[src/rtl/vi_mem_arbiter.sv]
// ---------------------------------------------------------------------------
// vi_mem_arbiter
//
// Shares the single core memory port among three requesters: I-cache line
// refill, D-cache line refill and store-buffer drain. One transaction is in
// flight at a time. Fixed priority WR > DC > IC, except that the I-cache is
// promoted to top priority once it has lost STARVE_MAX consecutive
// arbitrations while requesting.
//
// Ports
//   clk_i, rsn_i                    clock (rising edge), async active-low reset
//   ic_req_i / ic_addr_i            I-cache read request, held until ic_gnt_o
//   ic_gnt_o                        1-cycle pulse, I-cache request accepted
//   ic_data_ready_o / ic_data_o     1-cycle pulse with refill line (line holds)
//   dc_*                            same set for the D-cache
//   wr_req_i / wr_addr_i /
//   wr_data_i / wr_byte_i           store-buffer write, held until wr_gnt_o
//   wr_gnt_o                        1-cycle pulse, write issued this cycle
//   mem_read_o / mem_read_addr_o    memory read strobe (one cycle) and address
//   mem_data_ready_i / mem_data_i /
//   mem_addr_i                      memory response (level) tagged by address
//   mem_write_enable_o / mem_write_addr_o /
//   mem_write_data_o / mem_write_byte_o   memory write strobe and fields
//   timeout_o                       1-cycle pulse, outstanding read abandoned
//
// All outputs are registered.
// ---------------------------------------------------------------------------
module vi_mem_arbiter #(
    parameter int ADDR_W     = 20,
    parameter int LINE_W     = 128,
    parameter int DATA_W     = 32,
    parameter int STARVE_MAX = 4,
    parameter int TIMEOUT    = 255
) (
    input  logic              clk_i,
    input  logic              rsn_i,

    input  logic              ic_req_i,
    input  logic [ADDR_W-1:0] ic_addr_i,
    output logic              ic_gnt_o,
    output logic              ic_data_ready_o,
    output logic [LINE_W-1:0] ic_data_o,

    input  logic              dc_req_i,
    input  logic [ADDR_W-1:0] dc_addr_i,
    output logic              dc_gnt_o,
    output logic              dc_data_ready_o,
    output logic [LINE_W-1:0] dc_data_o,

    input  logic              wr_req_i,
    input  logic [ADDR_W-1:0] wr_addr_i,
    input  logic [DATA_W-1:0] wr_data_i,
    input  logic              wr_byte_i,
    output logic              wr_gnt_o,

    output logic              mem_read_o,
    output logic [ADDR_W-1:0] mem_read_addr_o,
    input  logic              mem_data_ready_i,
    input  logic [LINE_W-1:0] mem_data_i,
    input  logic [ADDR_W-1:0] mem_addr_i,
    output logic              mem_write_enable_o,
    output logic [ADDR_W-1:0] mem_write_addr_o,
    output logic [DATA_W-1:0] mem_write_data_o,
    output logic              mem_write_byte_o,
    output logic              timeout_o
);

    localparam logic [1:0] ST_IDLE      = 2'd0;
    localparam logic [1:0] ST_READ_WAIT = 2'd1;
    localparam logic [1:0] ST_RESP      = 2'd2;

    localparam int SW = $clog2(STARVE_MAX + 1);
    localparam int TW = $clog2(TIMEOUT + 1);
    localparam logic [SW-1:0] STARVE_TOP   = SW'(STARVE_MAX);
    localparam logic [TW-1:0] TIMEOUT_LAST = TW'(TIMEOUT - 1);

    logic [1:0]        state_reg;
    logic [SW-1:0]     starve_reg;
    logic [SW-1:0]     starve_next;
    logic [TW-1:0]     tmo_cnt_reg;
    logic [ADDR_W-1:0] rd_addr_reg;
    logic              owner_dc_reg;

    logic              ic_gnt_reg;
    logic              dc_gnt_reg;
    logic              wr_gnt_reg;
    logic              ic_rdy_reg;
    logic              dc_rdy_reg;
    logic [LINE_W-1:0] ic_data_reg;
    logic [LINE_W-1:0] dc_data_reg;
    logic              mem_read_reg;
    logic              mem_we_reg;
    logic [ADDR_W-1:0] mem_waddr_reg;
    logic [DATA_W-1:0] mem_wdata_reg;
    logic              mem_wbyte_reg;
    logic              timeout_reg;

    logic              wr_eligible;
    logic              ic_promoted;
    logic              grant_wr;
    logic              grant_dc;
    logic              grant_ic;
    logic              resp_hit;

    // The store buffer still shows the request it was just granted during the
    // wr_gnt_o cycle, so that request must not be granted a second time.
    assign wr_eligible = wr_req_i && !wr_gnt_reg;
    assign ic_promoted = (starve_reg == STARVE_TOP);

    always_comb begin
        grant_wr = 1'b0;
        grant_dc = 1'b0;
        grant_ic = 1'b0;
        if (state_reg == ST_IDLE) begin
            if (ic_promoted && ic_req_i) begin
                grant_ic = 1'b1;
            end else if (wr_eligible) begin
                grant_wr = 1'b1;
            end else if (dc_req_i) begin
                grant_dc = 1'b1;
            end else if (ic_req_i) begin
                grant_ic = 1'b1;
            end
        end
    end

    // Starvation tracking only moves on IDLE decisions where the I-cache asks.
    always_comb begin
        starve_next = starve_reg;
        if ((state_reg == ST_IDLE) && ic_req_i) begin
            if (grant_ic) begin
                starve_next = '0;
            end else if (starve_reg != STARVE_TOP) begin
                starve_next = starve_reg + 1'b1;
            end
        end
    end

    // A response is never taken in the strobe cycle itself: a level-high
    // ready left over from an earlier transfer could otherwise alias.
    assign resp_hit = (state_reg == ST_READ_WAIT) && mem_data_ready_i &&
                      (mem_addr_i == rd_addr_reg) && !mem_read_reg;

    always_ff @(posedge clk_i or negedge rsn_i) begin
        if (!rsn_i) begin
            state_reg     <= ST_IDLE;
            starve_reg    <= '0;
            tmo_cnt_reg   <= '0;
            rd_addr_reg   <= '0;
            owner_dc_reg  <= 1'b0;
            ic_gnt_reg    <= 1'b0;
            dc_gnt_reg    <= 1'b0;
            wr_gnt_reg    <= 1'b0;
            ic_rdy_reg    <= 1'b0;
            dc_rdy_reg    <= 1'b0;
            ic_data_reg   <= '0;
            dc_data_reg   <= '0;
            mem_read_reg  <= 1'b0;
            mem_we_reg    <= 1'b0;
            mem_waddr_reg <= '0;
            mem_wdata_reg <= '0;
            mem_wbyte_reg <= 1'b0;
            timeout_reg   <= 1'b0;
        end else begin
            // Single-cycle pulses default low.
            ic_gnt_reg   <= 1'b0;
            dc_gnt_reg   <= 1'b0;
            wr_gnt_reg   <= 1'b0;
            ic_rdy_reg   <= 1'b0;
            dc_rdy_reg   <= 1'b0;
            mem_read_reg <= 1'b0;
            mem_we_reg   <= 1'b0;
            timeout_reg  <= 1'b0;
            starve_reg   <= starve_next;

            case (state_reg)
                ST_IDLE: begin
                    if (grant_wr) begin
                        mem_we_reg    <= 1'b1;
                        wr_gnt_reg    <= 1'b1;
                        mem_waddr_reg <= wr_addr_i;
                        mem_wdata_reg <= wr_data_i;
                        mem_wbyte_reg <= wr_byte_i;
                    end else if (grant_dc || grant_ic) begin
                        rd_addr_reg  <= grant_dc ? dc_addr_i : ic_addr_i;
                        owner_dc_reg <= grant_dc;
                        mem_read_reg <= 1'b1;
                        dc_gnt_reg   <= grant_dc;
                        ic_gnt_reg   <= grant_ic;
                        tmo_cnt_reg  <= '0;
                        state_reg    <= ST_READ_WAIT;
                    end
                end

                ST_READ_WAIT: begin
                    if (resp_hit) begin
                        if (owner_dc_reg) begin
                            dc_data_reg <= mem_data_i;
                            dc_rdy_reg  <= 1'b1;
                        end else begin
                            ic_data_reg <= mem_data_i;
                            ic_rdy_reg  <= 1'b1;
                        end
                        tmo_cnt_reg <= '0;
                        state_reg   <= ST_RESP;
                    end else if (tmo_cnt_reg == TIMEOUT_LAST) begin
                        timeout_reg <= 1'b1;
                        tmo_cnt_reg <= '0;
                        state_reg   <= ST_IDLE;
                    end else begin
                        tmo_cnt_reg <= tmo_cnt_reg + 1'b1;
                    end
                end

                ST_RESP: begin
                    // data_ready pulse is visible during this state.
                    state_reg <= ST_IDLE;
                end

                default: begin
                    state_reg <= ST_IDLE;
                end
            endcase
        end
    end

    assign ic_gnt_o           = ic_gnt_reg;
    assign ic_data_ready_o    = ic_rdy_reg;
    assign ic_data_o          = ic_data_reg;
    assign dc_gnt_o           = dc_gnt_reg;
    assign dc_data_ready_o    = dc_rdy_reg;
    assign dc_data_o          = dc_data_reg;
    assign wr_gnt_o           = wr_gnt_reg;
    assign mem_read_o         = mem_read_reg;
    assign mem_read_addr_o    = rd_addr_reg;
    assign mem_write_enable_o = mem_we_reg;
    assign mem_write_addr_o   = mem_waddr_reg;
    assign mem_write_data_o   = mem_wdata_reg;
    assign mem_write_byte_o   = mem_wbyte_reg;
    assign timeout_o          = timeout_reg;

endmodule

[config.mk]
export PLATFORM = sky130hd
export DESIGN_NAME = vi_mem_arbiter
export DESIGN_NICKNAME = d
export VERILOG_FILES = /design/src/rtl/vi_mem_arbiter.sv
export SDC_FILE = /design/constraint.sdc
export NUM_CORES = 1
export LEC_CHECK = 0
export ABC_CLOCK_PERIOD_IN_PS = 3200
export CORE_AREA = 5 5 226 228
export CTS_BUF_LIST = sky130_fd_sc_hd__clkbuf_4
export CTS_CLUSTER_SIZE = 14
export DETAILED_ROUTE_END_ITERATION = 6
export DIE_AREA = 0 0 231 233
export GPL_ROUTABILITY_DRIVEN = 0
export PLACE_DENSITY_LB_ADDON = 0.2
export SLEW_MARGIN = 10
export SYNTH_ARGS = -nofsm -noshare
export SYNTH_HDL_FRONTEND = slang
export SYNTH_SLANG_ARGS = --single-unit
[constraint.sdc]
create_clock -name clk_i -period 3.2 [get_ports clk_i]
set_clock_uncertainty 0.1 [all_clocks]
set_input_delay 0.64 -clock clk_i [delete_from_list [all_inputs] [get_ports clk_i]]
set_output_delay 0.64 -clock clk_i [all_outputs]
set_load 0.02 [all_outputs]
==> run metrics <==
status=complete, no violations; ys flop type=dfrtp_1; top sig layer=met5; Yosys reg bits=350; core area=48,600 um^2; Max FO, Critical Path=56; vias in the first global route=11,200; Root Buffer=clkbuf_4; clock-pin slew on the worst setup and hold paths=0.07 ns; Layout fillers=4,444; commonest non-fill, non-tap cell in the layout=clkdlybuf4s50_1; post-synthesis sequential area ratio=62.0%; Clock Latency Late Sink=0.80 ns; register area=8760 um^2; DIE HEIGHT=233 um; Syn Area/Cell=16.0 um^2; Cell Area, Synth=14,100 um^2; drt total wl=45.8 mm; fin crit period=2.76 ns; CTS tree=built; CTS Buf Count=99; Crit. End Element=register; Final Util=45.7%; Placed Area=20,900 um^2; asr flop ratio synth=100%; post-synthesis cell count=881; Final Cycle Share=86.3%; Iteration-0 DRC Markers=285; Die Width=231 um; mean routed wirelength per cell=20.2 um; Final setup viols=0; fmax=362 MHz; Post-CTS Setup Inserts=0; H-tree lvl count=3; largest net degree at the start of global routing=85; share of layout cells above drive strength 1=31.1%; die area=53,800 um^2; # DRC=0; Arr. time, crit path=3.33 ns; kind of critical path=reg2reg; Critical Path Slowest Stage Cell=nor4_1; number of synthesized flops with an enable pin=0; Slew headroom=50.1%; GRT overflow=0; met2 wire length=22.9 mm; area of the multi-input gates=5060 um^2; Clock Sinks=350; WP data required=3.76 ns; Finished Cell Area=22,200 um^2; Yosys Warn Count=0; peak per-stage delay on the critical path=0.45 ns; via count=9,974; routed wl met3=4.37 mm; Final WS setup=0.438 ns; Max-Cap Viols=0; Rows=81; Static Leak=10.5 nW; crit-path cells=xor2_1 -> nor4_1 -> buf_4 -> nand4_1 -> or3_4 -> buf_12 -> mux2_4; synth unique cells=46; pwr dens=572 nW/um^2; Initial Util=29.0%; I/O pin count=584; Hold Slack=0.288 ns; first-pass GRT wire length=68.7 mm; port buffer count=583; RSZ-0062 raised after global routing=no; routed length on met1=17.4 mm; antenna-violating nets left=0; Final Power=12.7 mW; Max VDD drop=0.000459 V; cell total after placement=2,078; nets@finish=1,809; syn_nets=1,132; Pins Over Slew Limit=0; Area growth syn-to-layout=57.5%; most frequent cells in the layout=clkdlybuf4s50_1, dfrtp_1, mux2_2; GRT Total Usage=16.5%; 1st-pass router iterations=4; pre-CTS WS=-0.295 ns; clock buffer depth=3; Critical Path Start Type=register; Vias per Instance=4.40; setup_tns=0 ns; initial antenna violation count=5; fin cells=2,266; dpl hpwl=34.7 mm; HP Class=in2reg; Least-Margin Pin Slew=0.749 ns; Final Hold Vio Count=0
path summary, 6_finish.rpt:
kind / startpoint / endpoint / slack [ns] / depth (start not counted)
setup / recovery: mem_read_addr_o[6] / ic_data_o[53] / 0.44 / 7
hold / removal: dc_addr_i[5] / mem_read_addr_o[5] / 0.29 / 3
setup reg to reg: mem_read_addr_o[6] / ic_data_o[53] / 0.44 / 7
hold reg to reg: owner_dc_reg / ic_data_ready_o / 0.39 / 1
max in group asynchronous: rsn_i / mem_write_data_o[23] / 1.83 / 3
min in group asynchronous: rsn_i / ic_data_o[29] / 0.33 / 2
final cells by class:
| class | instances | area share [%] |
|---|---|---|
| clock inverters | 27 | 0.709 |
| multi-input cells | 481 | 22.7 |
| diodes | 5 | 0.0563 |
| repair buffers | 618 | 28.2 |
| well taps | 622 | 3.50 |
| flip-flops and latches | 350 | 39.4 |
| inverters | 8 | 0.135 |
| clock buffers | 155 | 5.23 |
critical path: cells and delay by family (launching register included):
family / cells / cell delay, ns
simple gates: 3 / 1.04
buf+inv: 2 / 0.42
flops: 1 / 0.41
mux: 1 / 0.37
xor+xnor: 1 / 0.18
kinds of logic (layout without fill, tap and decap cells):
logic type | after synthesis | count (layout) | share of synthesized area (%)
buffers and inverters | 50 | 808 | 2.25
AOI/OAI and AO/OA | 47 | 47 | 1.99
muxes | 329 | 329 | 29.2
adders and majority gates | 4 | 4 | 0.354
DFF | 350 | 350 | 62.0
xor gates and xnor gates | 23 | 23 | 1.43
and+or+nand+nor | 78 | 78 | 2.73
other | 0 | 5 | 0
synthesized netlist by cell type (3+ instances only):
| library cell | count | area, um^2 |
|---|---|---|
| a21oi_1 | 7 | 35.0 |
| buf_1 | 5 | 18.8 |
| buf_2 | 17 | 85.1 |
| buf_6 | 14 | 158 |
| clkbuf_1 | 5 | 18.8 |
| dfrtp_1 | 350 | 8760 |
| ha_1 | 4 | 50.1 |
| inv_1 | 8 | 30.0 |
| mux2_2 | 189 | 2130 |
| mux2_4 | 120 | 1800 |
| mux2i_1 | 20 | 200 |
| nand2_1 | 37 | 139 |
| nand2b_1 | 3 | 18.8 |
| nand3_1 | 5 | 25.0 |
| nor2_1 | 9 | 33.8 |
| nor3_1 | 5 | 25.0 |
| nor4_1 | 6 | 37.5 |
| o21ai_0 | 25 | 125 |
| xnor2_1 | 5 | 43.8 |
| xor2_1 | 18 | 158 |
per-layer routing:
layer | vias up | global-route usage, %
met1 | 4917 | 18.5
met2 | 408 | 28.0
met5 | - | 0
met4 | 4 | 5.61
li1 | 4559 | -
met3 | 86 | 7.59
what timing repair did:
action,CTS,global route
hold buffers,1,0
gates resized for setup,0,0
endpoints found under the hold margin,72,0
power by group:
| group | switching (mW) | leakage, nW | internal [mW] | total (mW) |
|---|---|---|---|---|
| logic | 1.46 | 5.02 | 1.62 | 3.08 |
| clock network | 1.94 | 0.782 | 2.35 | 4.29 |
| registers | 0.394 | 4.72 | 4.96 | 5.36 |
(Power assumes the default switching activity.)
==> RTL change: new RTL, same settings <==
The parameter `LINE_W` goes from 128 to 124.
--- a/src/rtl/vi_mem_arbiter.sv
+++ b/src/rtl/vi_mem_arbiter.sv
@@ -27,7 +27,7 @@
 // ---------------------------------------------------------------------------
 module vi_mem_arbiter #(
     parameter int ADDR_W     = 20,
-    parameter int LINE_W     = 128,
+    parameter int LINE_W     = 124,
     parameter int DATA_W     = 32,
     parameter int STARVE_MAX = 4,
     parameter int TIMEOUT    = 255
Ports: changed (resized dc_data_o, ic_data_o and mem_data_i); port bits go from 584 to 572. No check against the original RTL was run, so the function may have changed too.
==> RTL change against the unedited design <==
- sequential cell count shrank 8
- area after synthesis shrank 4.2%
- critical path depth grew 1
- non-clock buffer count shrank 7
- wire length shrank 2.2%
- worst setup slack gained 0.10 ns
- total power shrank 4.1%
- final area shrank 3.2%
==> RTL change: results (changes against the unedited design) <==
** Power
- Largest vdd supply drop :: 0.524 mV (was 0.459 mV)
- Static Leak :: 10.4 nW (was 10.5 nW)

** Yosys
- Yosys cell types :: 41 (was 46)
- The fraction of registers with async set or reset after synthesis is 1.00 (unchanged).
- Largest cells by area after synthesis: dfrtp_1, mux2_2, mux2_4 (unchanged).
- The gate count after technology mapping was 972 (was 881).
- The count of yosys warnings during synthesis was 0 (unchanged).
- Proportion of synthesized chip area in sequential cells :: 0.632 (was 0.620)
- The net count after synthesis is 1219 (was 1132).
- Top cell types by occurrence after synthesis :: dfrtp_1, mux2_2, nand2_1, mux2_4, nor2_1 (was dfrtp_1, mux2_2, mux2_4, nand2_1, o21ai_0)

** Clock tree
- Clock latency of the later-clocked register in the worst-skew pair :: 0.82 ns (was 0.80 ns)
- Root Buffer :: clkbuf_4 (unchanged)
- Total CTS buffers :: 97 (was 99)
- The number of H-tree levels is 3 (unchanged).
- The maximum clock insertion buffer count is 3 (unchanged).
- The number of setup buffers added after CTS is 0 (unchanged).

** Cells and area
- Cell Count, Final, Fillers Out :: 2333 (was 2266)
- The share of final-layout standard cells stronger than drive strength 1 was 0.261 (was 0.311).
- Net count reported at finish :: 1883 (was 1809)
- Filler cells :: 4591 (was 4444)

** Worst setup path
- The master of the slowest instance on the critical path is or3_4 (was nor4_1).
- First element of the critical path :: mem_read_addr_o[12] (was mem_read_addr_o[6])
- Worst Path Max Fanout :: 51 (was 56)
- The peak per-stage delay on the critical path came to 0.43 ns (was 0.45 ns).
- The depth of the worst register-to-register path is 8 (was 7).
- Data arrival time of the worst path :: 3.21 ns (was 3.33 ns)

** Global route
- Initial antenna violation count :: 6 (was 5)
- GRT Resource Usage Total :: 0.162 (was 0.165)
- Pin count of the biggest net entering global routing :: 81 (was 85)
- The global-route wire length before repair is 67700 µm (was 68700 µm).
- Vias in the first global route :: 11300 (was 11200)

** Status
- Run status: completed (unchanged).

** Routing
- The post-detailed-route wirelength per cell was 19.2 µm (was 20.2 µm).
- Average vias per placed instance :: 4.37 (was 4.40)
- The number of iterations in the first detailed-routing pass is 4 (unchanged).
- Number of DRC markers in iteration 0 :: 248 (was 285)

** STA
- Relative slew slack :: 0.546 (was 0.501)

** Placed design
- Placed Cells :: 2158 (was 2078)
- Count of input and output buffers :: 571 (was 583)
- The post-DP HPWL came to 33500 µm (was 34700 µm).
- The worst setup slack before clock tree synthesis was -0.0851 ns (was -0.295 ns).

** Min path
- The worst hold path startpoint is wr_data_i[8] (was dc_addr_i[5]).
[RTL change: stage by stage]
step                 util  TNS (ns)  total power [mW]  area [µm²]
floorplan               -         0              6.57       13500
global placement    0.417    -11.32              8.29       20300
detailed placement  0.417     -9.21              8.31       20300
CTS                 0.442         0              12.5       21500
global route        0.443         0              13.0       21500
finish              0.443         0              12.2       21500
[RTL change: worst paths after layout]
check	slack, ns	to
min reg2reg	0.38	mem_write_data_o[21]
min in group asynchronous	0.32	dc_data_o[89]
max in group asynchronous	1.76	ic_data_o[48]
max	0.54	ic_data_o[111]
max reg2reg	0.54	ic_data_o[111]
min	0.24	mem_write_data_o[8]
[RTL change: cell type report]
type | count | area share
clock inverter | 28 | 0.00692
antenna | 4 | 0.000465
sequential | 342 | 0.398
timing repair buffer | 611 | 0.289
inverter | 8 | 0.00139
clock buffer | 142 | 0.0495
tap | 622 | 0.0362
multi-input combinational | 576 | 0.219
[RTL change: metal layers]
metal / track usage / vias to the layer above / wire length (µm) / part of all wire
met5: 0 / - / 23 / 0.00051
met4: 0.0544 / 4 / 1040 / 0.023
met3: 0.0869 / 76 / 4950 / 0.11
met2: 0.265 / 439 / 21500 / 0.48
met1: 0.182 / 4949 / 17300 / 0.39
li1: - / 4727 / - / -
[RTL change: worst min-delay path: stages]
cell and delay, ns:
clkdlybuf4s50_1 0.39, nand2_1 0.05, nand2_1 0.04
[RTL change: where the power goes]
group / total (mW) / internal [mW] / switching [mW] / leakage, nW
logic: 2.94 / 1.45 / 1.49 / 5.01
registers: 5.27 / 4.86 / 0.412 / 4.62
clock network: 4.00 / 2.11 / 1.89 / 0.728
total: 12.2 / 8.42 / 3.79 / 10.4
[RTL change: kinds of logic (layout without fill, tap and decap cells)]
group | Yosys count | in the layout | synth area share
AOI/OAI and AO/OA | 43 | 43 | 0.0186
and+or+nand+nor | 240 | 240 | 0.0738
other | 0 | 4 | 0
muxes | 268 | 268 | 0.238
DFF | 342 | 342 | 0.632
xor gates and xnor gates | 21 | 21 | 0.0136
buffers and inverters | 54 | 789 | 0.0204
adders and majority gates | 4 | 4 | 0.00370
[RTL change: timing repair]
action / 4_1_cts / 5_1_grt
endpoints found under the hold margin: 70 / 0
hold buffers: 1 / 0
gates resized for setup: 0 / 0
